===== src/rtl/mem_wb_skid_reg_if.sv =====
// MEM/WB boundary bundle: upstream entry handshake, downstream write-back handshake,
// forwarding tap and occupancy. slave = the skid register, master = its environment.
interface mem_wb_skid_reg_if #(
  parameter int LEN_REGISTER = 32,
  parameter int LEN_REG_ADDR = 4
);
  logic                    flush;
  logic                    in_valid;
  logic                    in_ready;
  logic                    wb_en_in;
  logic                    mem_read_in;
  logic [LEN_REG_ADDR-1:0] dest_in;
  logic [LEN_REGISTER-1:0] alu_result_in;
  logic [LEN_REGISTER-1:0] mem_data_in;

  logic                    out_valid;
  logic                    out_ready;
  logic                    wb_en_out;
  logic [LEN_REG_ADDR-1:0] dest_out;
  logic [LEN_REGISTER-1:0] wb_value_out;

  logic                    fwd_en;
  logic [LEN_REG_ADDR-1:0] fwd_dest;
  logic [LEN_REGISTER-1:0] fwd_value;
  logic [1:0]              count;

  modport master (
    output flush, in_valid, wb_en_in, mem_read_in, dest_in, alu_result_in, mem_data_in,
    output out_ready,
    input  in_ready, out_valid, wb_en_out, dest_out, wb_value_out,
    input  fwd_en, fwd_dest, fwd_value, count
  );

  modport slave (
    input  flush, in_valid, wb_en_in, mem_read_in, dest_in, alu_result_in, mem_data_in,
    input  out_ready,
    output in_ready, out_valid, wb_en_out, dest_out, wb_value_out,
    output fwd_en, fwd_dest, fwd_value, count
  );
endinterface


===== src/rtl/mem_wb_skid_reg.sv =====
// MEM/WB pipeline register as a 2-entry skid buffer. The write-back value is selected
// at capture; every output is decoded from flops so out_ready never reaches in_ready.
module mem_wb_skid_reg #(
  parameter int LEN_REGISTER = 32,
  parameter int LEN_REG_ADDR = 4
) (
  input  logic            clk,
  input  logic            rst,
  mem_wb_skid_reg_if.slave bus
);

  typedef enum logic [1:0] {
    EMPTY = 2'd0,
    ONE   = 2'd1,
    FULL  = 2'd2
  } state_e;

  typedef struct packed {
    logic                    wb_en;
    logic [LEN_REG_ADDR-1:0] dest;
    logic [LEN_REGISTER-1:0] value;
  } slot_t;

  state_e state_q, state_d;
  slot_t  head_q, head_d;
  slot_t  tail_q, tail_d;
  slot_t  in_slot;
  slot_t  fwd_slot;
  logic   push;
  logic   pop;

  // Ready/valid come from the state register alone, never from the other side's handshake.
  assign bus.in_ready  = (state_q != FULL);
  assign bus.out_valid = (state_q != EMPTY);
  assign push          = bus.in_valid & bus.in_ready;
  assign pop           = bus.out_valid & bus.out_ready;

  assign in_slot.wb_en = bus.wb_en_in;
  assign in_slot.dest  = bus.dest_in;
  assign in_slot.value = bus.mem_read_in ? bus.mem_data_in : bus.alu_result_in;

  always_comb begin
    // NOTE: every variable gets its hold value first so no path through the case infers a latch.
    state_d = state_q;
    head_d  = head_q;
    tail_d  = tail_q;
    if (bus.flush) begin
      state_d = EMPTY;
    end else begin
      unique case (state_q)
        EMPTY: begin
          if (push) begin
            state_d = ONE;
            head_d  = in_slot;
          end
        end
        ONE: begin
          if (push && !pop) begin
            state_d = FULL;
            tail_d  = in_slot;
          end else if (pop && !push) begin
            state_d = EMPTY;
          end else if (push && pop) begin
            head_d = in_slot;
          end
        end
        FULL: begin
          if (pop) begin
            state_d = ONE;
            head_d  = tail_q;
          end
        end
        default: state_d = EMPTY;
      endcase
    end
  end

  // NOTE: the two slots are only a few flops and the reset state must show all-zero outputs,
  // so they are reset along with the state, unlike a real memory array.
  always_ff @(posedge clk or negedge rst) begin
    if (!rst) begin
      state_q <= EMPTY;
      head_q  <= '0;
      tail_q  <= '0;
    end else begin
      // NOTE: non-blocking so every flop samples the pre-edge values regardless of order.
      state_q <= state_d;
      head_q  <= head_d;
      tail_q  <= tail_d;
    end
  end

  // The youngest held entry is the one a dependent instruction must see.
  always_comb begin
    fwd_slot = '0;
    unique case (state_q)
      FULL:    fwd_slot = tail_q;
      ONE:     fwd_slot = head_q;
      default: fwd_slot = '0;
    endcase
  end

  assign bus.wb_en_out    = head_q.wb_en;
  assign bus.dest_out     = head_q.dest;
  assign bus.wb_value_out = head_q.value;
  assign bus.fwd_en       = fwd_slot.wb_en;
  assign bus.fwd_dest     = fwd_slot.dest;
  assign bus.fwd_value    = fwd_slot.value;
  assign bus.count        = state_q;

endmodule

===== src/flat_wrapper.sv =====
// flat-port wrapper written by rule: the top's interface ports become plain ports
module mem_wb_skid_reg_flat 
#(
  parameter int LEN_REGISTER = 32,
  parameter int LEN_REG_ADDR = 4
)
  (clk, rst, bus_flush, bus_in_valid, bus_wb_en_in, bus_mem_read_in, bus_dest_in, bus_alu_result_in, bus_mem_data_in, bus_out_ready, bus_in_ready, bus_out_valid, bus_wb_en_out, bus_dest_out, bus_wb_value_out, bus_fwd_en, bus_fwd_dest, bus_fwd_value, bus_count);
  mem_wb_skid_reg_if #(.LEN_REGISTER(LEN_REGISTER), .LEN_REG_ADDR(LEN_REG_ADDR)) bus_i ();
  input  logic clk;
  input  logic rst;
  input wire logic [$bits(bus_i.flush)-1:0] bus_flush;
  input wire logic [$bits(bus_i.in_valid)-1:0] bus_in_valid;
  input wire logic [$bits(bus_i.wb_en_in)-1:0] bus_wb_en_in;
  input wire logic [$bits(bus_i.mem_read_in)-1:0] bus_mem_read_in;
  input wire logic [$bits(bus_i.dest_in)-1:0] bus_dest_in;
  input wire logic [$bits(bus_i.alu_result_in)-1:0] bus_alu_result_in;
  input wire logic [$bits(bus_i.mem_data_in)-1:0] bus_mem_data_in;
  input wire logic [$bits(bus_i.out_ready)-1:0] bus_out_ready;
  output wire logic [$bits(bus_i.in_ready)-1:0] bus_in_ready;
  output wire logic [$bits(bus_i.out_valid)-1:0] bus_out_valid;
  output wire logic [$bits(bus_i.wb_en_out)-1:0] bus_wb_en_out;
  output wire logic [$bits(bus_i.dest_out)-1:0] bus_dest_out;
  output wire logic [$bits(bus_i.wb_value_out)-1:0] bus_wb_value_out;
  output wire logic [$bits(bus_i.fwd_en)-1:0] bus_fwd_en;
  output wire logic [$bits(bus_i.fwd_dest)-1:0] bus_fwd_dest;
  output wire logic [$bits(bus_i.fwd_value)-1:0] bus_fwd_value;
  output wire logic [$bits(bus_i.count)-1:0] bus_count;
  assign bus_i.flush = bus_flush;
  assign bus_i.in_valid = bus_in_valid;
  assign bus_i.wb_en_in = bus_wb_en_in;
  assign bus_i.mem_read_in = bus_mem_read_in;
  assign bus_i.dest_in = bus_dest_in;
  assign bus_i.alu_result_in = bus_alu_result_in;
  assign bus_i.mem_data_in = bus_mem_data_in;
  assign bus_i.out_ready = bus_out_ready;
  assign bus_in_ready = bus_i.in_ready;
  assign bus_out_valid = bus_i.out_valid;
  assign bus_wb_en_out = bus_i.wb_en_out;
  assign bus_dest_out = bus_i.dest_out;
  assign bus_wb_value_out = bus_i.wb_value_out;
  assign bus_fwd_en = bus_i.fwd_en;
  assign bus_fwd_dest = bus_i.fwd_dest;
  assign bus_fwd_value = bus_i.fwd_value;
  assign bus_count = bus_i.count;
  mem_wb_skid_reg #(.LEN_REGISTER(LEN_REGISTER), .LEN_REG_ADDR(LEN_REG_ADDR)) u_core (.clk(clk), .rst(rst), .bus(bus_i));
endmodule

===== config.mk =====
export PLATFORM = sky130hd
export DESIGN_NAME = mem_wb_skid_reg_flat
export DESIGN_NICKNAME = d
export VERILOG_FILES = /design/src/rtl/mem_wb_skid_reg_if.sv /design/src/rtl/mem_wb_skid_reg.sv /design/src/flat_wrapper.sv
export SDC_FILE = /design/constraint.sdc
export NUM_CORES = 1
export LEC_CHECK = 0
export CAP_MARGIN = 40
export CORE_ASPECT_RATIO = 0.75
export CORE_MARGIN = 3
export CORE_UTILIZATION = 41
export DETAILED_ROUTE_END_ITERATION = 16
export GPL_TIMING_DRIVEN = 1
export PLACE_DENSITY_LB_ADDON = 0.12
export SETUP_SLACK_MARGIN = 0.3
export SYNTH_ARGS = -nofsm -noshare
export SYNTH_HDL_FRONTEND = slang
export SYNTH_SLANG_ARGS = --single-unit

===== constraint.sdc =====
create_clock -name clk -period 2.35 [get_ports clk]
set_input_delay 0.47 -clock clk [delete_from_list [all_inputs] [get_ports clk]]
set_output_delay 0.47 -clock clk [all_outputs]
set_load 0.02 [all_outputs]

; Word level (Yosys, flattened, before mapping)
; Cells that the tools add are included.
[totals]
ramBits = 0
inputBits = 75
mem_bits_ro = 0
reg_bits = 76
memories = 0
wordCells = 46
latchBits = 0
output_inout_bits = 78
[op_classes]
muxes = 14
eq_ne = 11
addsub = 0
n_reduce_logical = 11
div = 0
n_lt_le_gt_ge = 0
shift = 0
n_bitwise = 3
multipliers = 0
[op_table]
columns = cell, count
row1 = two-way mux 37 bit, 5
row2 = case mux 37 bit (3 select lines), 1
row3 = case mux 37 bit (2 select lines), 1
row4 = two-way mux 32 bit, 1
row5 = two-way mux 2 bit, 5
row6 = AND reduction 7 bit, 1
row7 = != test 2 x 1 -> 1 bit (second input constant), 3
row8 = != test 2 bit (second input constant), 3
row9 = != test 3 x 2 -> 1 bit (second input constant), 2
row10 = case mux 2 bit (3 select lines), 1
row11 = AND reduction 3 bit, 2
row12 = != test 4 x 2 -> 1 bit (second input constant), 1
row13 = logical AND 1 bit, 3
row14 = nonzero test 3 bit, 1
row15 = bitwise AND 1 bit, 2
row16 = equality test 2 x 1 -> 1 bit (second input constant), 1
row17 = equality test 2 bit (second input constant), 1
row18 = logical NOT 1 bit, 2
row19 = logical NOT 2 bit, 1
row20 = nonzero test 2 bit, 1
row21 = NOT 1 bit, 1

; Logic depth before layout (Yosys ltp)
; Gate-level depths: netlist of run 1.
[depth]
ltp_word = 8
mapped_depth = 8
depth_no_buf = 6

; Least setup slack after synthesis of run 1
; OpenSTA, ideal clock, no wires.
[synth_path]
kind = register to output
from = register u_core.state_q[1], in the netlist u_core.bus.count[1]
to = output port bus_fwd_value[5]
n_path_buf = 2
t_required_ns = 1.880
arrival_time_ns = 1.990
path_slack_ns = -0.110
path_stages_with_launch = 7
path_cell_list = dfrtp_1 -> inv_1 -> ha_1 -> clkbuf_1 -> clkbuf_1 -> nand2_1 -> a21boi_0
[synth_between]
elab_chain_cells = 2
elab_cells_between_ends = 3
classes_between = eq/ne (2) / mux (1)
[synth_rtl]
columns = item, line
row1 = start: declaration, mem_wb_skid_reg.sv:24  ; state_e state_q, state_d;
row2 = start signal: assignment, mem_wb_skid_reg.sv:87  ; state_q <= state_d;
row3 = equality test 2 x 1 -> 1 bit or equality test 2 bit (tied branches), mem_wb_skid_reg.sv:96  ; unique case (state_q)
row4 = case mux 37 bit (2 select lines) *, mem_wb_skid_reg.sv:96
row5 = end: declaration, flat_wrapper.sv:26  ; output wire logic [$bits(bus_i.fwd_value)-1:0] bus_fwd_value;
; Mark *: on every way between the ends. The rest lies on a longest branch, timed or not.

; Worst setup path in the final report of run 1
[layout_path]
from = register u_core.state_q[0], in the netlist u_core.bus.count[0]
to = output port bus_fwd_value[17]
; The elaborated chain is that of the path after synthesis.

==> results.py, run 1 <==
metrics = {
    "run_status": {
        "outcome": "completed",
    },
    "floorplan": {
        "std_cell_rows": 31,
        "start_util_pct": 43.3,
        "die_h_um": 94.7,
        "die_w_um": 124,
        "core_sq_um": 9930,
        "die-area_sq_um": 11800,
        "io_pins": 153,
    },
    "grt": {
        "grt-ovfl-total": 0,
        "grt_usage_pct": 25.4,
        "antenna_found_initial": 0,
        "grt_pass1_vias": 4289,
        "grt_max_degree": 43,
        "grt_pass1_wl_um": 23700,
    },
    "cells_and_area": {
        "final_nets": 701,
        "drive_gt1_share_pct": 41.4,
        "n_antenna_cell": 0,
        "fillCellCount": 600,
        "areaGrowthSynthToFinish_pct": 81.5,
    },
    "logic_synthesis": {
        "syn_area_sq_um": 4300,
        "netlist_instances": 418,
        "syn_nets": 499,
        "synthFlopType": "dfrtp_1",
        "yosysSeqAreaShare_pct": 44.2,
        "synth_area_per_cell_sq_um": 10.3,
        "ys_warn_count": 0,
        "yosys-top-cells-area": "dfrtp_1 (44%), mux2_4 (10%), mux2i_1 (7.7%)",
        "netlist.area_leader.share_pct": 44.2,
        "ys_ff_latch": 76,
        "ys_types": 27,
        "synthArstFlopShare_pct": 100,
        "synth_top_area_cell": "dfrtp_1",
        "synth_edf_count": 0,
    },
    "timing": {
        "finalCritPeriodShare_pct": 95.6,
        "finClkSkew_ns": 0.00760,
        "rsz0062_at_grt": "yes",
        "holdWs_ns": 0.125,
        "max_slew_margin_pct": 63.0,
        "setup_viol": 0,
        "period_minus_slack_ns": 2.25,
        "fin_tns_setup_ns": 0,
        "worstMarginPinSlew_ns": 0.555,
        "fmax_mhz": 445,
        "drv_slew": 0,
        "hold_violations": 0,
    },
    "cts": {
        "clock_tree.buffer_depth": 2,
        "path_clk_slew_ns": 0.06,
        "clock-sinks": 76,
        "htreeDepth": 3,
        "ctsHoldBuffers": 0,
        "cts_buffers": 9,
        "root_buffer": "clkbuf_16",
        "cts_tree": "built",
        "clock_latency_ns": 0.33,
    },
    "worst_setup_path": {
        "path_max_fanout": 6,
        "timing.rr.end": "u_core.bus.wb_value_out[28]",
        "r2r-start": "u_core.bus.count[0]",
        "crit_end": "bus_fwd_value[17]",
        "startpoint": "u_core.bus.count[0]",
        "reg2reg_slack_ns": 0.12,
        "end_kind": "output pin",
        "worst_ep_required_time_ns": 1.88,
        "rr_worst_depth": 9,
        "critPathKind": "register to output pin",
        "cp.arrival_ns": 1.78,
        "critPathLaunchType": "register",
    },
    "route": {
        "wl_per_cell_um": 22.0,
        "drtIter0Drc": 234,
        "vias": 4216,
        "drc": 0,
        "detail-route-antenna-nets": 0,
        "drt-total-wl_um": 16700,
        "dr.pass1.iters": 7,
        "vias_per_cell": 5.57,
    },
    "min_path": {
        "holdCritPathClass": "input pin to asynchronous set/reset pin",
    },
    "placement": {
        "portBuffers": 152,
        "gp_congestion": 0.771,
        "place.detailed.hpwl_um": 8750,
    },
    "pwr": {
        "power.density_nw_per_um2": 1340,
        "p_leak_nw": 3.35,
        "max-vdd-ir-drop_uv": 676,
        "power.total_mw": 10.5,
    },
    "flow_run": {
        "maxCapViolCount": 0,
    },
}
[critical path, cell delays in order (launching register included)]
cell and delay (ns):
dfrtp_2 0.42, clkinv_4 0.11, ha_4 0.35, buf_12 0.13, buf_16 0.12, a21boi_4 0.18
buf_6 0.14
[placed cells by master (no fill, tap or decap), types with 2 or more instances in the layout]
| cell type | instances |
|---|---|
| clkdlybuf4s50_1 | 110 |
| dfrtp_1 | 74 |
| clkinvlp_4 | 2 |
| mux2i_1 | 33 |
| nand2_2 | 5 |
| a21boi_4 | 12 |
| bufinv_16 | 2 |
| buf_4 | 27 |
| nand2_4 | 7 |
| buf_12 | 15 |
| mux2_2 | 17 |
| buf_8 | 8 |
| a21oi_1 | 29 |
| a22oi_2 | 15 |
| buf_6 | 40 |
| nor2b_4 | 4 |
| nor2_1 | 33 |
| buf_16 | 9 |
| dfrtp_2 | 2 |
| bufbuf_16 | 3 |
| buf_2 | 2 |
| clkbuf_16 | 15 |
| mux2_4 | 30 |
| nand2_1 | 42 |
| inv_1 | 4 |
| nor2b_2 | 12 |
| a21boi_2 | 10 |
| o21ai_0 | 33 |
| clkinv_4 | 2 |
| ha_4 | 5 |
| a21oi_2 | 5 |
[per-stage QoR]
stage / area [sq um] / instances / setup WS, ns / utilization [%]
2_1_floorplan: 4430 / 418 / 0.326 / -
6_report: 7800 / 757 / 0.104 / 78.6
4_1_cts: 7320 / 746 / 0.164 / 73.7
3_5_place_dp: 6230 / 692 / 0.0666 / 62.7
5_1_grt: 7800 / 757 / 0.0609 / 78.6
3_3_place_gp: 6230 / 692 / 0.0725 / 62.7
[kinds of logic after synthesis]
group	synth area share, %
AOI/OAI and AO/OA	16.0
and+or+nand+nor	11.2
muxes	22.6
DFF	44.2
buffers and inverters	4.28
adders and majority gates	1.75
[power breakdown]
group	total [mW]	internal, mW	switching [mW]	leakage [nW]
sequential	2.63	1.98	0.653	0.875
combinational	6.32	3.54	2.78	2.32
clock	1.50	0.931	0.566	0.149
total	10.5	6.45	4.00	3.35
[final cells by class]
| type | instances | area [sq um] | share of cell area, % |
|---|---|---|---|
| Timing Repair Buffer | 223 | 2710 | 34.7 |
| Multi-Input combinational cell | 303 | 2680 | 34.3 |
| Sequential cell | 76 | 1900 | 24.4 |
| Clock buffer | 10 | 229 | 2.93 |
| Tap cell | 132 | 165 | 2.12 |
| Clock inverter | 6 | 88.8 | 1.14 |
| Inverter | 7 | 33.8 | 0.433 |
[how the worst min path moves through the flow]
stage | end | cells after the start
global route | u_core.bus.wb_value_out[25] | 1
global placement | u_core.bus.dest_out[2] | 1
floorplan | u_core.bus.count[0] | 0
CTS | u_core.bus.dest_out[1] | 1
finish | u_core.bus.dest_out[1] | 1
detailed placement | u_core.bus.dest_out[1] | 1
[cell usage after synthesis (all sizes together) (2+ instances only)]
library cell  number
a21boi            22
a22oi             16
nand2             54
inv                7
mux2i             33
nor2b             16
clkbuf            16
mux2              47
buf               16
nor2              33
a21oi             34
o21ai             33
dfrtp             76
nand2b             2
ha                 6
[layer usage]
metal,wire length (um),vias up,track usage (%)
li1,-,1878,-
met1,6690,2098,32.1
met2,8330,207,43.3
met3,1330,33,6.95
met4,319,0,7.30
met5,0,-,0
[state kept, by name (all words and copies together), names as in the netlist]
| signal | cells |
|---|---|
| u_core.tail_q | 37 |
| u_core.bus.wb_value_out | 32 |
| u_core.bus.dest_out | 4 |
| u_core.bus.count | 2 |
| u_core.bus.wb_en_out | 1 |
[repair_timing]
item	4_1_cts	5_1_grt
buffers inserted	26	4
gates resized for setup	256	69
pin swaps	7	11
endpoints found under the hold margin	0	0
endpoints found under the setup margin	78	115
gates cloned	12	7
Power figures use the tool's default switching activity.
==> run 2: changes to the inputs <==
Settings changed: CAP_MARGIN 40 to unset.
Clock period 2.35 ns to 2.5 ns, I/O delays scaled along.
==> run 2 against run 1 <==
  * Core utilization fell by 8.6 points
  * Critical path depth rose by 1
  * First-iteration DRC count fell by 31%
  * Sequential cell count did not move
  * Wire length fell by 15%
  * Die area did not move
  * Clock skew rose by 0.0014 ns
  * Via count fell by 8.2%
  * Worst setup slack improved by 0.16 ns
  * Cell area fell by 11%
  * Critical path type unchanged
  * Highest routed layer unchanged
==> results.py, run 2 (synthesized netlist as in run 1, its figures left out) <==
metrics = {
    "cts": {
        "clock_tree.buffer_depth": 2,
        "ctsHoldBuffers": 0,
        "htreeDepth": 3,
        "clock-sinks": 76,
        "cts_buffers": 9,
        "clock_latency_ns": 0.34,
        "cts_tree": "built",
        "path_clk_slew_ns": 0.06,
        "root_buffer": "clkbuf_16",
    },
    "timing": {
        "drv_slew": 0,
        "fin_tns_setup_ns": 0,
        "worstMarginPinSlew_ns": 0.524,
        "fmax_mhz": 447,
        "finClkSkew_ns": 0.00899,
        "hold_violations": 0,
        "rsz0062_at_grt": "yes",
        "finalCritPeriodShare_pct": 89.5,
        "period_minus_slack_ns": 2.24,
        "setup_viol": 0,
        "max_slew_margin_pct": 65.1,
    },
    "worst_setup_path": {
        "r2r-start": "u_core.bus.count[1]",
        "timing.rr.end": "u_core.bus.wb_value_out[8]",
        "reg2reg_slack_ns": 0.27,
        "critPathKind": "register to output pin",
        "critPathLaunchType": "register",
        "path_max_fanout": 14,
        "end_kind": "output pin",
        "cp.arrival_ns": 1.74,
        "rr_worst_depth": 8,
        "worst_ep_required_time_ns": 2.00,
    },
    "route": {
        "drt-total-wl_um": 14100,
        "met2_length_um": 6830,
        "detail-route-antenna-nets": 0,
        "wl_met1_um": 6200,
        "drc": 0,
        "dr.pass1.iters": 4,
        "wl_per_cell_um": 19.5,
        "drtIter0Drc": 162,
        "vias": 3871,
        "highest_layer": "met4",
        "vias_per_cell": 5.35,
        "wl_met3_um": 888,
    },
    "floorplan": {
        "core_sq_um": 9930,
        "io_pins": 153,
        "die_h_um": 94.7,
        "die_w_um": 124,
        "std_cell_rows": 31,
        "die-area_sq_um": 11800,
        "start_util_pct": 43.3,
    },
    "run_status": {
        "outcome": "completed",
    },
    "cells_and_area": {
        "largest_register_ffs": 37,
        "final_nets": 669,
        "areaGrowthSynthToFinish_pct": 61.6,
        "multiInputGateArea_sq_um": 2450,
        "final_cell_mix": "clkdlybuf4s50_1 (110), dfrtp_1 (76), nand2_1 (53), buf_4 (37), a21oi_1 (34)",
        "fillCellCount": 743,
        "final_area_sq_um": 6950,
        "drive_gt1_share_pct": 33.6,
        "regMostFlops": "u_core.tail_q",
        "n_antenna_cell": 0,
        "seqCellArea_sq_um": 1900,
        "final_common_cell": "clkdlybuf4s50_1",
    },
    "grt": {
        "grt-ovfl-total": 0,
        "grt_pass1_wl_um": 21300,
        "antenna_found_initial": 0,
        "grt_pass1_vias": 3969,
        "grt_usage_pct": 22.9,
        "grt_max_degree": 64,
    },
    "pwr": {
        "power.density_nw_per_um2": 1240,
        "power_frac_comb_pct": 55.9,
        "clockPowerShare_pct": 16.5,
        "switchingPower_mw": 3.27,
        "max-vdd-ir-drop_uv": 484,
        "swShare_pct": 37.9,
        "p_int_mw": 5.37,
        "seqPwrFrac_pct": 27.6,
        "p_leak_nw": 2.97,
    },
    "placement": {
        "placed_area_sq_um": 6150,
        "portBuffers": 152,
        "place.detailed.hpwl_um": 8570,
        "gp_congestion": 0.752,
    },
    "min_path": {
        "holdCritPathClass": "input pin to asynchronous set/reset pin",
    },
    "flow_run": {
        "maxCapViolCount": 0,
    },
}
==> run 2: cell types whose count changed in the layout (fill, tap and decap cells not counted), moves of 5 or more <==
cell	change
buf_6	-19
a21boi_2	+11
a21boi_4	-11
nand2_1	+11
buf_4	+10
buf_16	-7
nand2_4	-7
nor2b_1	+7
buf_8	-6
a21oi_1	+5
a21oi_2	-5
buf_12	-5
==> run 2: layout make-up <==
cell class	instances	share of cell area, %
clock buffers	11	3.64
clock inverters	4	1.04
inverters	7	0.378
multi-input cells	303	35.3
flip-flops and latches	76	27.4
well taps	132	2.38
repair buffers	191	29.9
==> run 2: layer usage <==
metal / vias to the layer above / track usage (%)
li1: 1798 / -
met1: 1918 / 29.3
met3: 14 / 6.16
met5: - / 0
met2: 141 / 38.3
met4: 0 / 6.75
==> run 2: worst max-delay path, stage by stage, from the launching register on <==
cell	delay [ns]
dfrtp_1	0.43
buf_6	0.13
buf_6	0.10
ha_4	0.19
buf_12	0.16
nand2_1	0.09
a21boi_2	0.15
buf_4	0.16
==> run 2: per-stage QoR <==
stage | std cells | hold WS (ns) | worst slack (ns) | total power, mW | utilization [%]
global route | 724 | 0.166 | 0.195 | 9.06 | 70.0
detailed placement | 686 | 0.508 | 0.103 | 6.55 | 62.0
finish | 724 | 0.136 | 0.262 | 8.63 | 70.0
CTS | 717 | 0.151 | 0.286 | 8.51 | 68.5
global placement | 686 | 0.504 | 0.162 | 6.45 | 62.0
floorplan | 418 | 0.204 | 0.241 | 4.80 | -
==> run 2: repair_timing <==
| action | CTS | global route |
|---|---|---|
| pin swaps | 6 | 14 |
| gates resized for setup | 228 | 25 |
| endpoints found under the setup margin | 55 | 94 |
| endpoints found under the hold margin | 0 | 0 |
| gates cloned | 6 | 3 |
| buffers inserted | 10 | 4 |
==> run 2: power by group through the flow <==
stage / Clock [mW] / Sequential, mW / Combinational [mW]
global placement: 0 / 2.29 / 4.16
floorplan: 0 / 2.63 / 2.18
finish: 1.42 / 2.38 / 4.83
global route: 1.50 / 2.46 / 5.10
detailed placement: 0 / 2.33 / 4.22
CTS: 1.44 / 2.36 / 4.71
==> run 2: how the worst max path moves through the flow <==
| stage | startpoint | end | slack [ns] | cells after the start |
|---|---|---|---|---|
| after floorplan | u_core.bus.count[1] | bus_fwd_value[10] | 0.24 | 6 |
| after global placement | u_core.bus.count[1] | bus_fwd_value[26] | 0.16 | 5 |
| after detailed placement | u_core.bus.count[0] | bus_fwd_value[10] | 0.10 | 6 |
| after CTS | u_core.bus.count[1] | bus_fwd_value[10] | 0.29 | 7 |
| after global routing | u_core.bus.count[1] | bus_fwd_value[7] | 0.19 | 7 |
| final | u_core.bus.count[1] | bus_fwd_value[16] | 0.26 | 7 |
==> run 3: changes to the inputs <==
Settings changed: SLEW_MARGIN set to 30.
==> results of run 3 <==
Final layout, timing and power as in run 2 (identical DEF).
